==> src/rtl/axis_post_restore.sv <==
// Purpose : pairs each core result with its queued input sign and rebuilds f(x) from
//           the function's symmetry (even / odd / point-symmetric about OFFSET/2).
// Latency : 1 cycle from result accept to out_valid; a sign needs one cycle in the FIFO.
// Backpressure: res_ready drops while the sign FIFO is empty or the output is held.
// Ports   : clk, rst_n (sync, active-low); sign_valid/sign_in/sign_ready from the pre
//           stage; res_valid/res_in/res_ready from the core; out_valid/out_data/out_ready
//           downstream; level = signs queued; sat_flag = sticky saturation indicator.
module axis_post_restore #(
   parameter int M         = 4,
   parameter int N         = 8,
   parameter int FUNC_TYPE = 0,
   parameter int OFFSET    = 256,
   parameter int DEPTH     = 8
) (
   input  logic                       clk,
   input  logic                       rst_n,
   input  logic                       sign_valid,
   input  logic                       sign_in,
   output logic                       sign_ready,
   input  logic                       res_valid,
   input  logic [M+N-1:0]             res_in,
   output logic                       res_ready,
   output logic                       out_valid,
   output logic [M+N-1:0]             out_data,
   input  logic                       out_ready,
   output logic [$clog2(DEPTH):0]     level,
   output logic                       sat_flag
);
   localparam int W  = M + N;
   localparam int AW = $clog2(DEPTH);
   localparam int LW = AW + 1;
   localparam logic [W-1:0] OFF_W = W'(OFFSET);

   logic [DEPTH-1:0] sign_mem;
   logic [AW-1:0]    wr_ptr;
   logic [AW-1:0]    rd_ptr;
   logic             full;
   logic             empty;
   logic             push;
   logic             fire;
   logic             head_sign;

   logic signed [W:0] res_ext;
   logic signed [W:0] off_ext;
   logic signed [W:0] wide;
   logic [W-1:0]      sat_val;
   logic              clamp;

   assign full       = (level == LW'(DEPTH));
   assign empty      = (level == '0);
   // Handshakes are held low during reset so nothing is accepted into a clearing FIFO.
   assign sign_ready = rst_n && !full;
   assign res_ready  = rst_n && !empty && (!out_valid || out_ready);
   assign push       = sign_valid && sign_ready;
   assign fire       = res_valid && res_ready;
   assign head_sign  = sign_mem[rd_ptr];

   // Reconstruction is done one bit wider so -min and OFFSET-x never wrap before the clamp.
   always_comb begin
      res_ext = {res_in[W-1], res_in};
      off_ext = {OFF_W[W-1], OFF_W};
      wide    = res_ext;
      if (head_sign) begin
         case (FUNC_TYPE)
            1:       wide = -res_ext;
            2:       wide = off_ext - res_ext;
            default: wide = res_ext;
         endcase
      end
      // Out of W-bit range exactly when the two top bits disagree.
      clamp = (wide[W] != wide[W-1]);
      if (clamp) begin
         sat_val = wide[W] ? {1'b1, {(W-1){1'b0}}} : {1'b0, {(W-1){1'b1}}};
      end else begin
         sat_val = wide[W-1:0];
      end
   end

   always_ff @(posedge clk) begin
      if (!rst_n) begin
         wr_ptr    <= '0;
         rd_ptr    <= '0;
         level     <= '0;
         out_valid <= 1'b0;
         out_data  <= '0;
         sat_flag  <= 1'b0;
      end else begin
         if (push) wr_ptr <= wr_ptr + AW'(1);
         if (fire) rd_ptr <= rd_ptr + AW'(1);
         case ({push, fire})
            2'b10:   level <= level + LW'(1);
            2'b01:   level <= level - LW'(1);
            default: ;
         endcase
         if (fire) begin
            out_data  <= sat_val;
            out_valid <= 1'b1;
            if (clamp) sat_flag <= 1'b1;
         end else if (out_ready) begin
            out_valid <= 1'b0;
         end
      end
   end

   // Sign storage needs no reset: entries are only read after being written.
   always_ff @(posedge clk) begin
      if (push) sign_mem[wr_ptr] <= sign_in;
   end
endmodule

==> config.mk <==
export PLATFORM = sky130hd
export DESIGN_NAME = axis_post_restore
export DESIGN_NICKNAME = d
export VERILOG_FILES = /design/src/rtl/axis_post_restore.sv
export SDC_FILE = /design/constraint.sdc
export NUM_CORES = 1
export LEC_CHECK = 0
export CORE_MARGIN = 2
export CORE_UTILIZATION = 39
export CTS_CLUSTER_DIAMETER = 200
export CTS_CLUSTER_SIZE = 12
export DETAILED_ROUTE_END_ITERATION = 16
export PLACE_DENSITY = 0.75
export SLEW_MARGIN = 10
export SYNTH_ARGS = -nofsm -noshare
export SYNTH_HDL_FRONTEND = slang
export SYNTH_SLANG_ARGS = --single-unit
==> constraint.sdc <==
create_clock -name clk -period 3.4 [get_ports clk]
set_clock_uncertainty 0.1 [all_clocks]
set_input_delay 0.68 -clock clk [delete_from_list [all_inputs] [get_ports clk]]
set_output_delay 0.68 -clock clk [all_outputs]
set_load 0.01 [all_outputs]
==> summary.txt, run 1 <==
Routing
  – DRC: 0
  – Wire per inst: 11.3 um
  – Antenna Nets Post-Route: 0
  – Drt total wl: 1.75 mm
  – Initial DRC Count: 8
  – First-pass detailed-route iteration total: 4
  – Vias per cell: 4.64
  – Vias: 719

Die
  – Width of the die: 49.7 um
  – Core area: 1960 um2
  – DIE AREA: 2470 um2
  – Die height: 49.7 um
  – Row cnt: 16
  – Io pins: 38
  – Starting Density: 41.5%

Power and ir drop
  – P_leak: 0.469 nW
  – P per Cell Area: 413 nW/um2
  – VDD IR max: 0.185 mV

Worst hold path
  – Hold Crit Depth: 2
  – Hold Crit Class: flop to flop
  – Hold Crit Endpoint: out_data[3]
  – Worst Hold Launch: out_data[3]

Worst setup path
  – Reg2reg path depth: 8
  – R2r endpoint: level[3]
  – Flop-to-flop setup slack: 0.79 ns
  – Worst EP required: 2.62 ns
  – R2R Path Start: level[0]
  – Critical path peak fanout: 5
  – Nature of the critical path startpoint: input port
  – CP Capture Type: output port
  – WP data arrival: 2.04 ns
  – Critical Setup Path Class: input port to output port

Cells and area
  – Fill cells: 194
  – Final nets: 151
  – Share of layout cells above drive strength 1: 11.7%
  – Layout Area Growth over Synthesis: 45.4%
  – Antenna diode count: 0

Timing
  – Sum Neg Setup Slack: 0 ns
  – Clock period minus worst slack: 2.82 ns
  – Highest clock rate: 354 MHz
  – Hold Slack: 0.359 ns
  – Max-slew violations: 0
  – RSZ-0062 raised after global routing: no
  – Final period util: 83.1%
  – Setup Viol. Count Final: 0
  – Final hold violation count: 0

GRT
  – Largest net degree at the start of global routing: 25
  – Initial antenna violation count: 0
  – Gr usage total: 14.5%
  – Global routing usage on met1: 14.1%
  – First-pass GRT wire length: 2.68 mm
  – Total gr overflow: 0
  – Met3 usage: 3.33%
  – Number of global-route vias before repair: 620
  – Met2 Resource Use GR: 27.3%
  – Top Usage Layer GRT: met2

Place
  – Detailed-placement wirelength estimate: 1.32 mm
  – I/O Buffers: 35
  – Routability Congestion: 0.769

Synth
  – Syn Nets: 115
  – Unique cell type count in the Yosys netlist: 26
  – Syn avg cell area: 8.74 um2
  – Ys Warns: 0
  – FF+latch count, synth: 17
  – Post-Syn Instances: 93
  – Mapped Area: 813 um2
  – Post-synthesis sequential area ratio: 41.8%

Clock tree
  – TritonCTS clock tree: built
  – CTS Sinks: 17
  – Post-CTS resize count: 0
  – H-tree Lvls: 1
  – Postcts setup bufs: 0
  – CTS buffer count: 3
  – Clk buf depth: 2
  – Root Driver: clkbuf_4
  – Hold_buf cts: 0
  – Reg clk slew, reported paths: 0.10 ns
  – Worst skew pair latency: 0.29 ns

Outcome
  – Outcome: complete, no violations

Flow run
  – Max Cap Violations: 0
-- sequential cells by signal, indices dropped and copies added (netlist names) --
signal     flops
out_data      12
out_valid      1
level          4
-- how the worst max path moves through the flow --
stage | to | slack (ns) | from
global route | sign_ready | 0.49 | rst_n
global placement | level[3] | 0.41 | rst_n
floorplan | level[3] | 0.58 | rst_n
finish | sign_ready | 0.58 | rst_n
detailed placement | level[3] | 0.36 | rst_n
CTS | sign_ready | 0.58 | rst_n
-- kinds of logic (layout without fill, tap and decap cells) --
family                   count (synthesis)  count (layout)  share of synthesized area [%]
multiplexers                             2               2                           2.46
XOR/XNOR                                 2               2                           2.15
AND/OR/NAND/NOR                         40              40                           22.3
other                                    1               1                          0.461
AO/OA/AOI/OAI                           18              18                           15.2
adder cells (fa/ha/maj)                  4               4                           7.08
flip-flops                              17              17                           41.8
buffers and inverters                    9              44                           8.46
-- per-layer routing --
layer  up-vias  wire length, um  share of wire (%)
met3         2               81                4.6
met5         -                0                  0
met2        20              919                 52
met1       329              730                 42
li1        368                -                  -
met4         0               21                1.2
-- worst max-delay path, cell delays in order --
cell and delay, ns:
clkdlybuf4s50_1 0.53, a21boi_0 0.25, clkdlybuf4s50_1 0.58
-- cells in the mapped netlist, drive strengths merged --
master | count | area, um2
nand2 | 29 | 109
dfxtp | 17 | 340
o21ai | 14 | 96.3
buf | 4 | 50.1
and2 | 3 | 18.8
ha | 3 | 37.5
inv | 3 | 11.3
a21boi | 2 | 15.0
clkbuf | 2 | 7.51
mux2i | 2 | 20.0
nand2b | 2 | 12.5
nor2 | 2 | 7.51
a21o | 1 | 7.51
a21oi | 1 | 5.00
and3 | 1 | 6.26
and4 | 1 | 11.3
conb | 1 | 3.75
fa | 1 | 20.0
nor3 | 1 | 5.00
or4 | 1 | 11.3
xnor2 | 1 | 8.76
xor2 | 1 | 8.76
-- through the flow --
stage / cells / power (mW) / cell area [um2] / utilization, % / setup slack [ns]
global placement: 151 / 0.381 / 1150 / 58.9 / 0.410
CTS: 155 / 0.495 / 1180 / 60.3 / 0.576
floorplan: 93 / 0.318 / 813 / - / 0.576
finish: 155 / 0.488 / 1180 / 60.3 / 0.575
global route: 155 / 0.516 / 1180 / 60.3 / 0.487
detailed placement: 151 / 0.386 / 1150 / 58.9 / 0.358
-- power by group --
part / internal, mW / leakage, nW / switching, mW
logic: 0.0848 / 0.313 / 0.0613
clock network: 0.0437 / 0.0177 / 0.0643
registers: 0.219 / 0.138 / 0.0151
total: 0.348 / 0.469 / 0.141
-- cell type report --
| class | count | area, um2 | area share, % |
|---|---|---|---|
| Clock buffer | 3 | 22.5 | 1.90 |
| Sequential cell | 17 | 340 | 28.8 |
| Inverter | 3 | 11.3 | 0.952 |
| Clock inverter | 1 | 5.00 | 0.423 |
| Tap cell | 27 | 33.8 | 2.86 |
| Multi-Input combinational cell | 67 | 404 | 34.2 |
| Timing Repair Buffer | 37 | 365 | 30.9 |
-- cell usage in the layout (no fill, tap or decap), types with 2 or more instances in the layout --
| master | Yosys | routed |
|---|---|---|
| o21ai_0 | 2 | 2 |
| nand2_1 | 29 | 29 |
| mux2i_1 | 2 | 2 |
| clkbuf_4 | 0 | 3 |
| o21ai_2 | 7 | 7 |
| nand2b_1 | 2 | 2 |
| and2_1 | 3 | 3 |
| ha_1 | 3 | 3 |
| a21boi_0 | 2 | 2 |
| o21ai_1 | 5 | 5 |
| buf_4 | 1 | 2 |
| inv_1 | 3 | 3 |
| clkdlybuf4s50_1 | 0 | 35 |
| dfxtp_1 | 17 | 17 |
| nor2_1 | 2 | 2 |
(Power assumes the default switching activity.)
==> run 2, diff against run 1 <==
- clock period: 3.4 -> 2.71 ns (I/O delays scaled with it)
==> run 2 against run 1 <==
Register-to-register slack worse by 0.60 ns. Clock-buffer cell count unchanged. Clock power up 25%. Utilization up 1.0 points. Non-clock buffer count up 2. Critical path depth up 1. Largest cell class unchanged. Highest routed layer unchanged.
==> summary.txt, run 2 (same netlist as run 1, synthesis figures left out) <==
Outcome
  – Outcome: complete, no violations (unchanged)

Routing
  – Highest Signal Layer: met4 (unchanged)
  – Metal2 WL: 926 um (was 919 um)
  – Vias: 723 (was 719)
  – Initial DRC Count: 5 (was 8)
  – DRC: 0 (unchanged)
  – M1 WL: 753 um (was 730 um)
  – First-pass detailed-route iteration total: 4 (unchanged)
  – Wire per inst: 11.2 um (was 11.3 um)
  – Antenna Nets Post-Route: 0 (unchanged)
  – Drt total wl: 1.77 mm (was 1.75 mm)
  – Vias per cell: 4.61 (was 4.64)
  – Met3 Routed Length: 70 um (was 81 um)

Place
  – Detailed-placement wirelength estimate: 1.36 mm (was 1.32 mm)
  – Routability Congestion: 0.732 (was 0.769)
  – DP Area: 1180 um2 (was 1150 um2)
  – I/O Buffers: 35 (unchanged)
  – Placed cells: 154 (was 151)

Clock tree
  – Post-CTS resize count: 0 (unchanged)
  – Reg clk slew, reported paths: 0.11 ns (was 0.10 ns)
  – TritonCTS clock tree: built (unchanged)
  – Worst skew pair latency: 0.29 ns (about the same)
  – CTS buffer count: 3 (unchanged)
  – Postcts setup bufs: 0 (unchanged)
  – CTS Sinks: 17 (unchanged)
  – Clk buf depth: 2 (unchanged)
  – Root Driver: clkbuf_4 (unchanged)
  – H-tree Lvls: 1 (unchanged)
  – Hold_buf cts: 0 (unchanged)

Worst setup path
  – Crit path from: rst_n (unchanged)
  – R2r endpoint: level[3] (unchanged)
  – Critical path peak fanout: 2 (was 5)
  – Reg2reg path depth: 8 (unchanged)
  – Critical Setup Path Class: input port to output port (unchanged)
  – CP Capture Type: output port (unchanged)
  – Nature of the critical path startpoint: input port (unchanged)
  – R2R Path Start: level[3] (was level[0])
  – WP data arrival: 2.01 ns (was 2.04 ns)
  – Worst EP required: 2.07 ns (was 2.62 ns)
  – Flop-to-flop setup slack: 0.19 ns (was 0.79 ns)

Power and ir drop
  – P_leak: 0.480 nW (was 0.469 nW)
  – VDD IR max: 0.349 mV (was 0.185 mV)
  – P per Cell Area: 513 nW/um2 (was 413 nW/um2)

GRT
  – Initial antenna violation count: 0 (unchanged)
  – First-pass GRT wire length: 2.86 mm (was 2.68 mm)
  – Gr usage total: 15.4% (was 14.5%)
  – Largest net degree at the start of global routing: 25 (unchanged)
  – Number of global-route vias before repair: 662 (was 620)
  – Total gr overflow: 0 (unchanged)

Cells and area
  – Final std cells w/o fill: 157 (was 155)
  – Top Registers: out_data: 12 flops, level: 4 flops, out_valid: 1 flops (unchanged)
  – Max FFs per register: 12 (unchanged)
  – Fill cells: 198 (was 194)
  – Share of layout cells above drive strength 1: 14.6% (was 11.7%)
  – Antenna diode count: 0 (unchanged)
  – Most common cell after layout, fill and taps aside: clkdlybuf4s50_1 (unchanged)
  – Final Core Density: 61.3% (was 60.3%)
  – Layout Area Growth over Synthesis: 47.8% (was 45.4%)
  – Fin area: 1200 um2 (was 1180 um2)
  – Final nets: 153 (was 151)
  – Largest reg by FF count: out_data (unchanged)
  – Multi-input gate area: 408 um2 (was 404 um2)
  – Most frequent cells in the layout: 35 x clkdlybuf4s50_1, 29 x nand2_1, 16 x dfxtp_1, 7 x o21ai_2, 5 x o21ai_1 (was 35 x clkdlybuf4s50_1, 29 x nand2_1, 17 x dfxtp_1, 7 x o21ai_2, 5 x o21ai_1)
  – Flip-flop and latch area: 342 um2 (was 340 um2)

Flow run
  – Max Cap Violations: 0 (unchanged)

Timing
  – Final period util: 97.9%
  – Max-slew violations: 0 (unchanged)
  – Clock period minus worst slack: 2.65 ns
  – RSZ-0062 raised after global routing: no (unchanged)
  – Highest clock rate: 377 MHz
  – Final hold violation count: 0 (unchanged)
  – Setup Viol. Count Final: 0 (unchanged)

Worst hold path
  – Hold Crit Depth: 2 (unchanged)
  – Hold Crit Endpoint: out_data[3] (unchanged)
  – Worst Hold Launch: out_data[3] (unchanged)
  – Hold Crit Class: flop to flop (unchanged)

Die
  – Die height: 49.7 um (unchanged)
  – Core area: 1960 um2 (unchanged)
  – Row cnt: 16 (unchanged)
  – Io pins: 38 (unchanged)
  – Starting Density: 41.5% (unchanged)
  – Width of the die: 49.7 um (unchanged)
  – DIE AREA: 2470 um2 (unchanged)
-- run 2: cell count changes in the layout (fill, tap and decap cells not counted) --
| cell | delta |
|---|---|
| a21oi_1 | -1 |
| a21oi_2 | +1 |
| buf_4 | +2 |
| dfxtp_1 | -1 |
| dfxtp_2 | +1 |
-- run 2: stage by stage --
stage          hold WS, ns  setup slack, ns  TNS (ns)  total power [mW]
5_1_grt              0.383           0.0206         0             0.658
2_1_floorplan        0.373          0.00962         0             0.401
6_report             0.355           0.0558         0             0.617
3_5_place_dp         0.343           -0.104    -0.104             0.490
3_3_place_gp         0.335         -0.00888  -0.00888             0.483
4_1_cts              0.358           0.0632         0             0.625
-- run 2: cell type report --
cell class	count	area share, %
flip-flops and latches	17	28.4
clock buffers	3	1.87
inverters	3	0.937
clock inverters	1	0.416
multi-input cells	67	33.9
repair buffers	39	31.6
well taps	27	2.81
-- run 2: how the worst max path moves through the flow --
stage                     slack, ns  cells past startpoint          to
after CTS                      0.06                      4  sign_ready
after floorplan                0.01                     10    level[3]
after global routing           0.02                      4  sign_ready
final                          0.06                      4  sign_ready
after global placement       -0.009                      9    level[3]
after detailed placement      -0.10                      9    level[3]
-- run 2: layer usage --
metal | global-route usage [%] | vias to the layer above
li1 | - | 375
met1 | 16.5 | 329
met2 | 29.1 | 17
met3 | 4.24 | 2
met4 | 4.17 | 0
met5 | 0 | -
-- run 2: power by group --
part	internal (mW)	switching, mW
clock	0.0547	0.0804
sequential	0.276	0.0190
combinational	0.109	0.0777
total	0.439	0.177
-- run 2: worst max-delay path: stages --
cell and delay [ns]:
clkdlybuf4s50_1 0.49, a21boi_0 0.29, buf_4 0.16, clkdlybuf4s50_1 0.53
